==> src/rtl/sine_meter_pkg.sv <==
// Shared definitions for the sine period meter: crossing-detector state encoding and defaults.
package sine_meter_pkg;

    typedef enum logic [1:0] {
        ST_HUNT  = 2'b00,
        ST_PRIME = 2'b01,
        ST_HIGH  = 2'b10,
        ST_LOW   = 2'b11
    } state_e;

    localparam int DEF_PERIOD_W = 16;
    localparam int DEF_HYST     = 4;

endpackage

==> src/rtl/sine_period_meter_sat_counter.sv <==
// Width-parameterised up-counter with synchronous load-to-one and a saturation flag.
module sat_counter #(
    parameter int W = 16
) (
    input  logic         clk,
    input  logic         rst,
    input  logic         load1,
    input  logic         en,
    output logic [W-1:0] cnt,
    output logic         at_max
);

    logic [W-1:0] cnt_q, cnt_d;

    assign at_max = &cnt_q;
    assign cnt    = cnt_q;

    // Load wins over enable; an enable at the ceiling holds the value.
    always_comb begin
        cnt_d = cnt_q;
        if (load1) begin
            cnt_d = {{(W-1){1'b0}}, 1'b1};
        end else if (en && !at_max) begin
            cnt_d = cnt_q + 1'b1;
        end
    end

    always_ff @(posedge clk or posedge rst) begin
        if (rst) begin
            cnt_q <= '0;
        end else begin
            cnt_q <= cnt_d;
        end
    end

endmodule

==> src/rtl/sine_period_meter.sv <==
// Measures period (in samples) and per-cycle peaks of a signed 8-bit stream via hysteretic rising crossings.
// Peak tracking is built only when SINE_PERIOD_METER_PEAK_EN is defined; otherwise peak_pos/peak_neg read 0.
module sine_period_meter
    import sine_meter_pkg::*;
#(
    parameter int PERIOD_W = DEF_PERIOD_W,
    parameter int HYST     = DEF_HYST
) (
    input  logic                clk,
    input  logic                rst,
    input  logic                sample_valid,
    input  logic [7:0]          sample,
    output logic [PERIOD_W-1:0] period,
    output logic [7:0]          peak_pos,
    output logic [7:0]          peak_neg,
    output logic                meas_valid,
    output logic                overflow,
    output logic                locked
);

    localparam logic signed [7:0] HYST_POS = 8'(HYST);
    localparam logic signed [7:0] HYST_NEG = -HYST_POS;

    logic signed [7:0] samp_s;
    logic              is_lo, is_hi;

    assign samp_s = sample;
    assign is_lo  = (samp_s <= HYST_NEG);
    assign is_hi  = (samp_s >= HYST_POS);

    state_e              state_q, state_d;
    logic [PERIOD_W-1:0] period_q, period_d;
    logic                meas_valid_q, meas_valid_d;
    logic                overflow_q, overflow_d;
    logic                locked_q, locked_d;

    logic                cnt_load, cnt_inc, cnt_at_max;
    logic [PERIOD_W-1:0] cnt;
    logic                peak_restart, peak_track, publish;

    sat_counter #(.W(PERIOD_W)) u_cnt (
        .clk    (clk),
        .rst    (rst),
        .load1  (cnt_load),
        .en     (cnt_inc),
        .cnt    (cnt),
        .at_max (cnt_at_max)
    );

    always_comb begin
        state_d      = state_q;
        overflow_d   = overflow_q;
        cnt_load     = 1'b0;
        cnt_inc      = 1'b0;
        peak_restart = 1'b0;
        peak_track   = 1'b0;
        publish      = 1'b0;
        if (sample_valid) begin
            case (state_q)
                ST_HUNT: begin
                    if (is_lo) state_d = ST_PRIME;
                end
                ST_PRIME: begin
                    if (is_hi) begin
                        state_d      = ST_HIGH;
                        cnt_load     = 1'b1;
                        peak_restart = 1'b1;
                    end
                end
                ST_HIGH: begin
                    if (cnt_at_max) begin
                        overflow_d = 1'b1;
                        state_d    = ST_HUNT;
                    end else begin
                        cnt_inc    = 1'b1;
                        peak_track = 1'b1;
                        if (is_lo) state_d = ST_LOW;
                    end
                end
                ST_LOW: begin
                    // The crossing sample closes the old cycle and opens the new one.
                    if (is_hi) begin
                        publish      = 1'b1;
                        cnt_load     = 1'b1;
                        peak_restart = 1'b1;
                        state_d      = ST_HIGH;
                    end else if (cnt_at_max) begin
                        overflow_d = 1'b1;
                        state_d    = ST_HUNT;
                    end else begin
                        cnt_inc    = 1'b1;
                        peak_track = 1'b1;
                    end
                end
                default: state_d = ST_HUNT;
            endcase
        end
        meas_valid_d = publish;
        period_d     = publish ? cnt : period_q;
        locked_d     = (state_d == ST_HIGH) || (state_d == ST_LOW);
    end

    always_ff @(posedge clk or posedge rst) begin
        if (rst) begin
            state_q      <= ST_HUNT;
            period_q     <= '0;
            meas_valid_q <= 1'b0;
            overflow_q   <= 1'b0;
            locked_q     <= 1'b0;
        end else begin
            state_q      <= state_d;
            period_q     <= period_d;
            meas_valid_q <= meas_valid_d;
            overflow_q   <= overflow_d;
            locked_q     <= locked_d;
        end
    end

    assign period     = period_q;
    assign meas_valid = meas_valid_q;
    assign overflow   = overflow_q;
    assign locked     = locked_q;

`ifdef SINE_PERIOD_METER_PEAK_EN
    logic signed [7:0] run_max_q, run_max_d, run_min_q, run_min_d;
    logic        [7:0] peak_pos_q, peak_pos_d, peak_neg_q, peak_neg_d;

    always_comb begin
        run_max_d  = run_max_q;
        run_min_d  = run_min_q;
        if (peak_restart) begin
            run_max_d = samp_s;
            run_min_d = samp_s;
        end else if (peak_track) begin
            if (samp_s > run_max_q) run_max_d = samp_s;
            if (samp_s < run_min_q) run_min_d = samp_s;
        end
        peak_pos_d = publish ? run_max_q : peak_pos_q;
        peak_neg_d = publish ? run_min_q : peak_neg_q;
    end

    always_ff @(posedge clk or posedge rst) begin
        if (rst) begin
            run_max_q  <= '0;
            run_min_q  <= '0;
            peak_pos_q <= '0;
            peak_neg_q <= '0;
        end else begin
            run_max_q  <= run_max_d;
            run_min_q  <= run_min_d;
            peak_pos_q <= peak_pos_d;
            peak_neg_q <= peak_neg_d;
        end
    end

    assign peak_pos = peak_pos_q;
    assign peak_neg = peak_neg_q;
`else
    logic unused_peak;
    assign unused_peak = ^{peak_restart, peak_track};
    assign peak_pos    = '0;
    assign peak_neg    = '0;
`endif

endmodule

==> config.mk <==
export PLATFORM = sky130hd
export DESIGN_NAME = sine_period_meter
export DESIGN_NICKNAME = d
export VERILOG_FILES = /design/src/rtl/sine_meter_pkg.sv /design/src/rtl/sine_period_meter_sat_counter.sv /design/src/rtl/sine_period_meter.sv
export SDC_FILE = /design/constraint.sdc
export NUM_CORES = 1
export LEC_CHECK = 0
export BUFFER_PORTS_ARGS = -buffer_cell sky130_fd_sc_hd__buf_2
export CAP_MARGIN = 40
export CORE_MARGIN = 3
export CORE_UTILIZATION = 47
export CTS_CLUSTER_SIZE = 20
export DETAILED_ROUTE_END_ITERATION = 12
export PLACE_DENSITY = 0.82
export SLEW_MARGIN = 20
export SYNTH_ARGS = -nofsm -noshare
export SYNTH_HDL_FRONTEND = slang
export SYNTH_HIERARCHICAL = 1
export SYNTH_SLANG_ARGS = --single-unit
==> constraint.sdc <==
create_clock -name clk -period 7.8 [get_ports clk]
set_input_delay 0.39 -clock clk [delete_from_list [all_inputs] [get_ports clk]]
set_output_delay 0.39 -clock clk [all_outputs]
set_load 0.005 [all_outputs]
After elaboration in Yosys (flattened, before gate mapping)
Index checks and enable logic that the tools add are counted.

Bits in registers: 37. Latch bits: 0. Memory bits (writable): 0. Bits in read-only memories: 0. Input bits: 11. Output and inout port bits: 35. Memories kept: 0.

Add/sub/neg operators: 1. $mul: 0. Divide/modulo/power cells: 0. Magnitude comparators: 2. Equal/unequal tests: 6. Shifts and indexed selects: 0. Mux-type cells: 22. Bitwise logic cells: 0. Reduce and logical (&&, ||, !) cells: 9.

Operator list (count): two-way mux 16 bit (2); adder 16 x 1 -> 16 bit (second input constant) (1); AND reduction 16 bit (1); two-way mux 2 bit (7); two-way mux 1 bit (10); == test 2 bit (second input constant) (4); >= comparator 8 x 4 -> 1 bit (second input constant) (1); <= comparator 8 x 3 -> 1 bit (second input constant) (1); case mux 2 bit (4 select lines) (1); case mux 1 bit (2 select lines) (2); nonzero test 2 bit (2); AND reduction 3 bit (1); == test 2 x 1 -> 1 bit (second input constant) (1); logical NOT 2 bit (1); inequality test 2 bit (second input constant) (1); OR reduction 2 bit (1); logical AND 1 bit (1); logical NOT 1 bit (1); logical OR 1 bit (1).

Logic depth before layout (Yosys ltp)
Depth after elaboration: 8. Depth in mapped cells: 8.

By module
Netlist, hierarchy kept.

By module, submodules not included: sine_period_meter (times used 1, cells an instance 77, area each 1037.2 µm²); sat_counter (times used 1, cells an instance 95, area each 973.4 µm²).

Worst setup path after synthesis
Ideal clock, no wire load.

Path type: input to register. From: in sample[5]. To: reg u_cnt.cnt_q[12] (netlist: u_cnt/cnt[12]). Data arrival time: 2575 ps. Data required time: 7701 ps. Path slack: 5125 ps. Stages: 7. Cell sequence: or4_4 > o21a_1 > nor3_1 > nand4_1 > nor3_1 > nor2_1 > a311oi_1.

Word-level cells in the longest chain between the ends: 6. Elaborated cells between the ends (all ways): 10. Those cells by class: order compare (1); mux (7); reduce/logical (2).

Ends and longest elaborated chain: start: declaration (line sine_period_meter.sv:12) `input logic [7:0] sample,`; >= comparator 8 x 4 -> 1 bit (line sine_period_meter.sv:29) `assign is_hi = (samp_s >= HYST_POS);`; two-way mux 1 bit (line sine_period_meter.sv:82) `if (is_hi) begin`; case mux 1 bit (2 select lines); two-way mux 1 bit; net cnt_inc (line sine_period_meter.sv:37) `logic cnt_load, cnt_inc, cnt_at_max;`; logical AND 1 bit (line sine_period_meter_sat_counter.sv:23) `end else if (en && !at_max) begin`; nonzero test 2 bit (no source line); end signal: assignment (line sine_period_meter_sat_counter.sv:32) `cnt_q <= cnt_d;`; end: declaration (line sine_period_meter_sat_counter.sv:13) `logic [W-1:0] cnt_q, cnt_d;`.

The timed path passes the listed nets, and every way through them passes these cells. A chain may end at the register's enable or synchronous reset.

Final worst setup path
From: reg u_cnt.cnt_q[0] (netlist: u_cnt/cnt[0]). To: reg u_cnt.cnt_q[14] (netlist: u_cnt/cnt[14]).

Word-level cells in the longest chain between the ends: 7. Elaborated cells between the ends (all ways): 11. Those cells by class: add/sub (1); mux (6); reduce/logical (4).

Ends and longest elaborated chain: AND reduction 16 bit * (line sine_period_meter_sat_counter.sv:15) `assign at_max = &cnt_q;`; net cnt_at_max (line sine_period_meter.sv:37); two-way mux 1 bit * (line sine_period_meter.sv:71, sine_period_meter.sv:87); two-way mux 1 bit (line sine_period_meter.sv:82); case mux 1 bit (2 select lines) *; two-way mux 1 bit *; net cnt_inc (line sine_period_meter.sv:37); logical AND 1 bit * (line sine_period_meter_sat_counter.sv:23); nonzero test 2 bit (no source line) *.

Mark *: on every way through the listed nets, which the timed path passes. The rest lies on a longest branch. The select of a mux whose other input is x is not followed.

==> results.yml <==
status:
  status: "finished clean"
sta:
  maxSlewViolCount: 0
  period_minus_slack_ns: 2.95
  whs_ns: 0.0807
  hold_viol_final: 0
  tightestPinTransition_ns: 0.855
  setup_viol: 0
  fin_setup_tns_ns: 0
  rsz0062_at_grt: "false"
  finalClockSkew_ns: 0.00630
  fin_crit_sh: 0.378
  fmax_mhz: 339
  maxSlewHeadroom: 0.426
  worst_slack_ns: 4.85
setup_path:
  crit_family: "simple AND/OR/NAND/NOR gates"
  critical_path.cell_chain: "ha_1 -> nand4_4 -> nor4_1 -> nor3_1 -> nand4_1 -> nor3_1 -> nand4_1 -> nor3b_1"
  cp.arrival_ns: 3.10
  slowest_delay_ns: 0.72
  required_ns: 7.95
  critPathMaxFanout: 10
  cp_slowest_cell: "nor3_1"
  start_kind: "flop"
  criticalPathCategory: "flop to flop"
  critPathBufInv: 0
  endpoint_kind: "flop"
power:
  p_sw_mw: 0.123
  seqPwrFrac: 0.542
  vdd_ir_drop_max_mv: 0.127
  p_comb_frac: 0.158
  p_clk_frac: 0.300
  p_leak_nw: 1.09
  power_density_nw_per_um2: 195
  p_int_mw: 0.310
  netSwitchingFraction: 0.284
die:
  die_x_um: 71.4
  die_y_um: 71.4
  io_pins: 46
  fp-row-count: 23
  core-area_um2: 4060
  dieArea_um2: 5100
  start_util: 0.496
routing:
  drtPass1Iterations: 4
  via_per_inst: 5.51
  vias: 1411
  avgRoutedWirePerCell_um: 14.3
  wirelength_mm: 3.67
  remaining_drc_errors: 0
  drtIter0Drc: 100
  antenna_left: 0
logic_synthesis:
  yosys_register_bits: 37
  synth_cell_types: 50
  syn_area_per_cell_um2: 11.7
  synthMuxAreaShare: 0.111
  synth.yosys.seq_area_share: 0.460
  synth_top_family_by_area: "simple AND/OR/NAND/NOR gates"
  synth.largest_area_cell: "dfrtp_1"
  synth-edff-count: 0
  synthCells: 172
  synth.area.top_cells: "dfrtp_1, mux2_4, buf_4"
  synth_top_area_frac: 0.460
  async_flop_share: 1.00
  yosys_most_used_dff: "dfrtp_1"
  yosysWarnings: 6
  synth-xor-area-share: 0.0131
  synthAdderAreaFrac: 0.00622
  synth_compound_area_frac: 0.129
  synthSimpleGateAreaFrac: 0.185
  syn_area_um2: 2010
place:
  preCtsSetupSlack_ns: 4.71
  dp_hpwl_mm: 2.60
  gp_congestion: 0.829
  detailed_place.area_um2: 2120
  port_buffers: 29
  dp_cells: 247
clock_network:
  cts-root-buf: "clkbuf_8"
  post_cts_buffers: 0
  cts_sinks: 37
  post_cts_resized: 0
  cts_buffer_depth: 2
  ctsHoldBuffers: 0
  htree_num_levels: 2
  path_clk_slew_ns: 0.07
  numCtsBuffers: 5
  cts_tree: "done"
  clk_latency_ns: 0.29
finish:
  antenna_cells: 0
  stdcell_count: 256
  final_cell_mix: "dfrtp_1, buf_2, conb_1"
  area_delta_synth_final_pct: 10.3
  layout-drive-gt1-share: 0.320
  final_area_um2: 2220
  fin_nets: 217
  layout.cells.most_common: "dfrtp_1"
run:
  drv_cap: 0
global_route:
  grt_pass1_vias: 1363
  met3_usage: 0.0505
  grt.busiest_layer: "met2"
  grt_pass1_wl_mm: 6.30
  grt_overflow: 0
  gr-usage-met1: 0.206
  grtUsageTotal: 0.156
  grt_use_met2: 0.241
  grt_max_degree: 22
  antenna_found_initial: 0
worst_hold_path:
  hold_path.class: "primary input to async pin"
-- flip-flops by register name (all words and copies together) (netlist names) --
signal,count
u_cnt/cnt,16
overflow,1
locked,1
state_q,2
meas_valid,1
period,16
-- through the flow --
stage / power, mW / util
detailed placement: 0.307 / 0.522
global placement: 0.303 / 0.522
global route: 0.459 / 0.546
CTS: 0.437 / 0.543
finish: 0.432 / 0.546
floorplan: 0.287 / -
-- per-layer routing --
metal	vias to the layer above	part of all wire
li1	677	-
met1	696	0.47
met2	34	0.47
met3	4	0.052
met4	0	0.010
met5	-	0
-- final timing paths --
kind,end,startpoint,cells after the start,slack (ns)
worst max-delay path,u_cnt/cnt[14]$_DFFE_PP0P_,u_cnt/cnt[0]$_DFFE_PP0P_,8,4.85
worst min-delay path,period[11]$_DFFE_PP0P_,rst,2,0.08
worst max register to register,u_cnt/cnt[14]$_DFFE_PP0P_,u_cnt/cnt[0]$_DFFE_PP0P_,8,4.85
worst min register to register,overflow$_DFFE_PP0P_,overflow$_DFFE_PP0P_,1,0.48
max in group asynchronous,u_cnt/cnt[8]$_DFFE_PP0P_,rst,2,7.17
min in group clk,state_q[1]$_DFF_PP0_,sample_valid,2,0.42
-- layout make-up --
class	instances	area [µm²]
Tap cell	50	62.6
Fill cell	352	1840
Clock inverter	1	7.51
Timing Repair Buffer	30	160
Multi-Input combinational cell	123	955
Inverter	8	30.0
Clock buffer	7	76.3
Sequential cell	37	926
-- Yosys cell counts, types with 2 or more instances --
cell      number
a22o_1         2
inv_1          8
nor3_1         5
or4_1          4
a211oi_1       2
and4_1         2
nand4_4        3
nand3_1        5
nor2b_1        3
xnor2_1        2
mux2_2         7
a21oi_1        8
o21ai_0        4
nand2_1        7
and3_1         2
or3_1          2
nor4_1         3
and2_1         2
nand4_1        2
mux2_4         9
dfrtp_1       37
o31ai_1        4
buf_4         17
nor2_1         6
-- kinds of logic (layout without fill, tap and decap cells) --
kind of cell             count (synthesis)  after routing
AND/OR/NAND/NOR                         54             54
buffers and inverters                   27             46
XOR/XNOR                                 3              3
flip-flops                              37             37
adder cells (fa/ha/maj)                  1              1
other                                    1             16
multiplexers                            17             17
AO/OA/AOI/OAI                           32             32
-- power by group through the flow --
| stage | registers (mW) | clock network (mW) | logic [mW] |
|---|---|---|---|
| floorplan | 0.234 | 0 | 0.0535 |
| global placement | 0.237 | 0 | 0.0658 |
| CTS | 0.234 | 0.134 | 0.0688 |
| global route | 0.238 | 0.142 | 0.0788 |
| finish | 0.234 | 0.130 | 0.0685 |
| detailed placement | 0.238 | 0 | 0.0687 |
-- worst register-to-register path: stages (launching register included) --
cell	delay, ns
dfrtp_1	0.46
ha_1	0.29
nand4_4	0.19
nor4_1	0.12
nor3_1	0.73
nand4_1	0.28
nor3_1	0.43
nand4_1	0.16
nor3b_1	0.16
Power figures use the tool's default switching activity.
